### config.mk
export PLATFORM = sky130hd
export DESIGN_NAME = noc_packet_receiver
export DESIGN_NICKNAME = d
export VERILOG_FILES = /design/src/rtl/noc_packet_receiver.sv
export SDC_FILE = /design/constraint.sdc
export NUM_CORES = 1
export LEC_CHECK = 0
export CORE_MARGIN = 5
export CORE_UTILIZATION = 45
export CTS_BUF_LIST = sky130_fd_sc_hd__clkbuf_4
export DETAILED_ROUTE_END_ITERATION = 16
export PLACE_DENSITY_LB_ADDON = 0.2
export SYNTH_ARGS = -nofsm -noshare
export SYNTH_HDL_FRONTEND = slang
export SYNTH_SLANG_ARGS = --single-unit
### constraint.sdc
create_clock -name clock -period 3.8 [get_ports clock]
set_clock_uncertainty 0.05 [all_clocks]
set_input_delay 0.38 -clock clock [delete_from_list [all_inputs] [get_ports clock]]
set_output_delay 0.38 -clock clock [all_outputs]
set_load 0.01 [all_outputs]
### src/rtl/noc_packet_receiver.sv
// Receive-side NoC interface: stores Hermes packets (header, size, payload)
// into a fixed scratchpad buffer under credit flow control, then raises irq.
//
// Ports:
//   clock, reset      : system clock, synchronous active-high reset
//   rx, data_i        : flit valid / data from the router local port
//   credit_o          : flit can be accepted this cycle
//   mem_en, mem_wr    : write strobe (reads are never issued)
//   mem_addr          : word address, RX_BASE + offset
//   mem_data_o        : write data
//   irq               : packet ready (level), held until rx_ack
//   rx_ack            : one-cycle pulse releasing the buffer
//   rx_len            : payload flits actually stored
//   overflow          : last packet did not fit in the buffer
module noc_packet_receiver #(
    parameter int FLIT_WIDTH       = 32,
    parameter int MEMORY_BUS_WIDTH = 32,
    parameter int RX_BASE          = 0,
    parameter int MAX_WORDS        = 64
) (
    input  logic                        clock,
    input  logic                        reset,
    input  logic                        rx,
    input  logic [FLIT_WIDTH-1:0]       data_i,
    output logic                        credit_o,
    output logic                        mem_en,
    output logic                        mem_wr,
    output logic [MEMORY_BUS_WIDTH-1:0] mem_addr,
    output logic [MEMORY_BUS_WIDTH-1:0] mem_data_o,
    output logic                        irq,
    input  logic                        rx_ack,
    output logic [15:0]                 rx_len,
    output logic                        overflow
);

    typedef enum logic [1:0] {
        IDLE,
        SIZE,
        PAYLOAD,
        DONE
    } state_t;

    localparam logic [MEMORY_BUS_WIDTH-1:0] BASE =
        MEMORY_BUS_WIDTH'(RX_BASE);
    localparam logic [31:0] WORDS   = 32'(MAX_WORDS);
    localparam logic [31:0] LEN_CAP = 32'(MAX_WORDS - 2);

    state_t state, state_next;

    logic [15:0] size_q;
    logic [15:0] cnt_q;
    logic        accept;
    logic        wr_en;
    logic [31:0] wr_off;
    logic        in_range;
    logic        last_flit;
    logic [15:0] len_final;

    assign accept   = rx && credit_o;
    assign mem_wr   = mem_en;

    // Payload offset 2+cnt; widened so a large size never wraps.
    assign in_range  = (32'(cnt_q) + 32'd2) < WORDS;
    assign last_flit = (32'(cnt_q) + 32'd1) == 32'(size_q);
    assign len_final = (32'(size_q) < LEN_CAP) ? size_q : LEN_CAP[15:0];

    always_comb begin
        state_next = state;
        credit_o   = 1'b1;
        irq        = 1'b0;
        wr_en      = 1'b0;
        wr_off     = 32'd0;
        case (state)
            IDLE: begin
                wr_en  = accept;
                wr_off = 32'd0;
                if (accept) state_next = SIZE;
            end
            SIZE: begin
                wr_en  = accept;
                wr_off = 32'd1;
                if (accept) begin
                    if (data_i[15:0] == 16'd0) state_next = DONE;
                    else                       state_next = PAYLOAD;
                end
            end
            PAYLOAD: begin
                wr_en  = accept && in_range;
                wr_off = 32'(cnt_q) + 32'd2;
                if (accept && last_flit) state_next = DONE;
            end
            DONE: begin
                credit_o = 1'b0;
                irq      = 1'b1;
                if (rx_ack) state_next = IDLE;
            end
            default: state_next = IDLE;
        endcase
    end

    always_ff @(posedge clock) begin
        if (reset) begin
            state <= IDLE;
        end else begin
            state <= state_next;
        end
    end

    always_ff @(posedge clock) begin
        if (reset) begin
            mem_en     <= 1'b0;
            mem_addr   <= '0;
            mem_data_o <= '0;
            size_q     <= 16'd0;
            cnt_q      <= 16'd0;
            rx_len     <= 16'd0;
            overflow   <= 1'b0;
        end else begin
            mem_en <= wr_en;
            if (wr_en) begin
                mem_addr   <= BASE + MEMORY_BUS_WIDTH'(wr_off);
                mem_data_o <= MEMORY_BUS_WIDTH'(data_i);
            end
            if (state == SIZE && accept) begin
                size_q   <= data_i[15:0];
                cnt_q    <= 16'd0;
                overflow <= 1'b0;
                rx_len   <= 16'd0;
            end
            if (state == PAYLOAD && accept) begin
                cnt_q <= cnt_q + 16'd1;
                if (!in_range) overflow <= 1'b1;
                if (last_flit) rx_len <= len_final;
            end
        end
    end

endmodule

# Word level (Yosys, flattened, before mapping)
# Cells that the tools add are included.
# totals
register_bits	116
input_bits	36
out_inout_bits	85
word_cells	50
# classes
add_sub_neg	3
magnitude_cmp	2
n_eq_ne	8
n_mux	19
reduce_logical	10
# ops
cell	n
two-way mux 16 bit	6
case mux 17 bit (2 select lines)	1
< comparator 32 x 7 -> 1 bit (second input constant)	1
adder 16 x 1 -> 17 bit (second input constant)	1
adder 16 x 2 -> 17 bit (second input constant)	1
equality test 17 x 16 -> 1 bit	1
adder 16 x 1 -> 16 bit (second input constant)	1
logical NOT 16 bit	1
< comparator 16 x 6 -> 1 bit (second input constant)	1
two-way mux 2 bit	4
inequality test 2 bit (second input constant)	4
case mux 2 bit (4 select lines)	1
two-way mux 1 bit	6
logical AND 1 bit	5
equality test 2 bit (second input constant)	2
AND reduction 4 bit	1
equality test 2 x 1 -> 1 bit (second input constant)	1
logical NOT 2 bit	1
case mux 1 bit (2 select lines)	1
nonzero test 2 bit	1
OR reduction 2 bit	1

# Logic depth before layout (Yosys ltp)
# logic_depth
ltp_word	7
mapped_depth	12
mapped_depth_nobuf	8

# Worst setup path after synthesis
# No wires, ideal clock.
# synth_path
path_type	register to register
from	reg cnt_q[1]
to	reg mem_addr[10]
setup_ns	0.129
arrival_time_ns	2.489
path_slack_ns	1.131
path_stages_with_launch	12
path_buffers	3
cell_sequence	dfxtp_1 ha_1 clkbuf_2 nand2_1 o31a_1 or3_1 a221o_1 o31a_1 buf_6 clkbuf_1 nand3b_1 o31ai_1
# synth_between
elab_chain_cells	4
elab_cells_between_ends	5
# synth_lines
item	line_no	source
start: declaration	51	logic [15:0] cnt_q;
start signal: assignment	131	cnt_q <= cnt_q + 16'd1;
adder 16 x 2 -> 17 bit (*)	63, 89	
< comparator 32 x 7 -> 1 bit	63	assign in_range = (32'(cnt_q) + 32'd2) < WORDS;
logical AND 1 bit	88	wr_en = accept && in_range;
case mux 1 bit (2 select lines)	73	case (state)
end signal: assignment	121	mem_addr <= BASE + MEMORY_BUS_WIDTH'(wr_off);
end: declaration	28	output logic [MEMORY_BUS_WIDTH-1:0] mem_addr,
# Every way passes the cells marked *; elsewhere a longest branch is shown, timed or not.
# A chain may end at the register's enable or synchronous reset.

# Final worst setup path
# layout_path
from	reg cnt_q[2]
to	reg mem_addr[16]
# The elaborated chain is that of the path after synthesis.

==> run metrics <==
total setup buffers inserted after CTS=0; First DRT Iteration DRCs=260; unrepaired setup endpoints after global routing=false; CTS clk-pin slew, worst paths=0.17 ns; area leader, netlist=dfxtp_1; CP Launch Type=flip-flop; Yosys warning count=0; slowest cell delay on critical path=0.59 ns; first drt pass iteration count=4; first-pass GRT wire length=21,200 um; final setup fails=0; Crit Path Class=flip-flop to flip-flop; synth-to-layout area growth=21.2%; worst skew pair latency=0.49 ns; drt drc=0; dpl hpwl=9670 um; post-synthesis cell count=580; Max FO, Critical Path=64; Worst EP arrival=3.82 ns; fin. max-slew vios=0; GPL Wtd Cong=0.907; crit-path cells=ha_1, nand2_1, o31a_1, or3_1, a221o_1, o31a_2, buf_4, o41ai_1; post-synth top area share=40.0%; Core Rows=38; H-tree levels=3; gr usage total=19.9%; total congestion overflow=0; register area share after synthesis=40.0%; asr flop ratio synth=0%; hold_buf cts=0; setup TNS=0 ns; Root Buffer=clkbuf_4; Die Area=13,500 um^2; Area contributors post-synth=dfxtp_1 40%, mux2i_1 6.7%, nor2_1 5.4%, a21oi_1 4.1%, xnor2_1 4.0%; most frequent cells after synthesis=101 x dfxtp_1, 73 x nor2_1, 51 x nand2_1, 41 x a21oi_1, 34 x mux2i_1; Most used DFF post-synth=dfxtp_1; CTS tree=yes; FMAX=0.287 GHz; final hold violation count=0; final net count=700; largest net degree at the start of global routing=65; Hold Crit Class=primary input to flip-flop; Distinct cells, synth=50; Max rail drop VDD=0.287 mV; FILL cells=1,039; critical path's slowest cell=dfxtp_1; Leakage=2.31 nW; WL per Instance=16.5 um; Die Span Y=116 um; Worst-Margin Slew=0.833 ns; core area=10,900 um^2; Worst Setup End Kind=flip-flop; most common cell in the synthesized netlist=dfxtp_1; Post-synth EDFFs=0; fraction of layout cells with a size suffix above 1=5.73%; Max-slew headroom=44.5%; Tmin final=3.49 ns; width of the die=116 um; Avg Cell Area, Syn=8.72 um^2; status=finished, final reports clean; Total Routed Length=13,200 um; Initial Util=46.2%; Total Power=2.89 mW; Routed Antenna Nets=0; final period utilization=91.7%; I/O pin cnt=121; PortBufs=105; total number of vias=4,380; initial antenna violation count=0; CTS buffer count=9; clk sink count=101; CTS Buffer Depth=2; max-cap viol count=0; synthesized flop and latch total=101; vias per inst=5.45; vias in the first global route=4,244; ANT cells=0; Cell Area, Synth=5060 um^2; post-cts resize count=0; power density over the cells=471 nW/um^2; CP required=4.14 ns
[flip-flops by register name, summed over array words and instances, names as in the netlist]
signal	count
mem_addr	17
mem_en	1
mem_data_o	32
cnt_q	16
size_q	16
rx_len	16
overflow	1
state	2
[power breakdown]
| part | internal, mW | switching [mW] | leakage (nW) |
|---|---|---|---|
| registers | 1.18 | 0.0918 | 0.821 |
| logic | 0.483 | 0.601 | 1.42 |
| clock network | 0.144 | 0.390 | 0.0700 |
[worst max-delay path, delay by kind of cell, from the launching register on]
kind,cells,cell delay [ns]
compound gates,4,1.45
fa+ha+maj,1,0.44
buf+inv,1,0.37
flops,1,0.59
simple gates,2,0.47
[through the flow]
stage               cells  utilization [%]  instance area (um^2)  hold slack, ns  setup WS (ns)
floorplan             594                -                  5110           0.410           1.13
global placement      787             54.9                  6000           0.393          0.493
detailed placement    787             54.9                  6000           0.396          0.362
CTS                   803             56.1                  6130           0.255          0.300
global route          803             56.1                  6130           0.288          0.120
finish                803             56.1                  6130           0.278          0.315
[kinds of logic (layout without fill, tap and decap cells)]
| logic type | after synthesis | in the layout | share of synthesized area, % |
|---|---|---|---|
| fa+ha+maj | 6 | 6 | 1.48 |
| mux | 35 | 35 | 6.95 |
| other cells | 1 | 15 | 0.0741 |
| xor+xnor | 38 | 38 | 6.58 |
| compound gates | 102 | 102 | 12.9 |
| buf+inv | 67 | 136 | 8.26 |
| flops | 101 | 101 | 40.0 |
| simple gates | 230 | 230 | 23.8 |
[layer usage]
layer  part of all wire (%)  track usage (%)  routed length, um  vias to the layer above
met5                      0                0                  0                        -
met4                    2.4             8.58                320                        0
met3                    5.9             4.44                782                       27
met2                     47             32.1               6270                      133
met1                     44             25.5               5860                     2067
li1                       -                -                  -                     2153
[path summary, 6_finish.rpt]
check / startpoint / end / slack [ns] / depth (start not counted)
max: cnt_q[2] / mem_addr[16] / 0.31 / 8
min: reset / cnt_q[0] / 0.28 / 2
max reg2reg: cnt_q[2] / mem_addr[16] / 0.31 / 8
min reg2reg: rx_len[9] / rx_len[9] / 0.43 / 1
[layout make-up]
type                            count  area, um^2  share of cell area [%]
Multi-Input combinational cell    426        2670                    43.6
Timing Repair Buffer              114        1110                    18.2
Clock buffer                        9        67.6                    1.10
Inverter                            6        22.5                   0.367
Tap cell                          140         175                    2.86
Sequential cell                   101        2020                    33.0
Clock inverter                      7        58.8                   0.959
[cells in the final DEF, fill, tap and decap left out, types with 15 or more instances in the layout]
cell type and count:
nor2_1 73, o21ai_0 20, nand3b_1 17, xor2_1 15
clkdlybuf4s50_1 104, dfxtp_1 101, and2_1 15, mux2i_1 34
a21oi_1 41, nand2_1 51, xnor2_1 23, conb_1 15
Power figures use the tool's default switching activity.
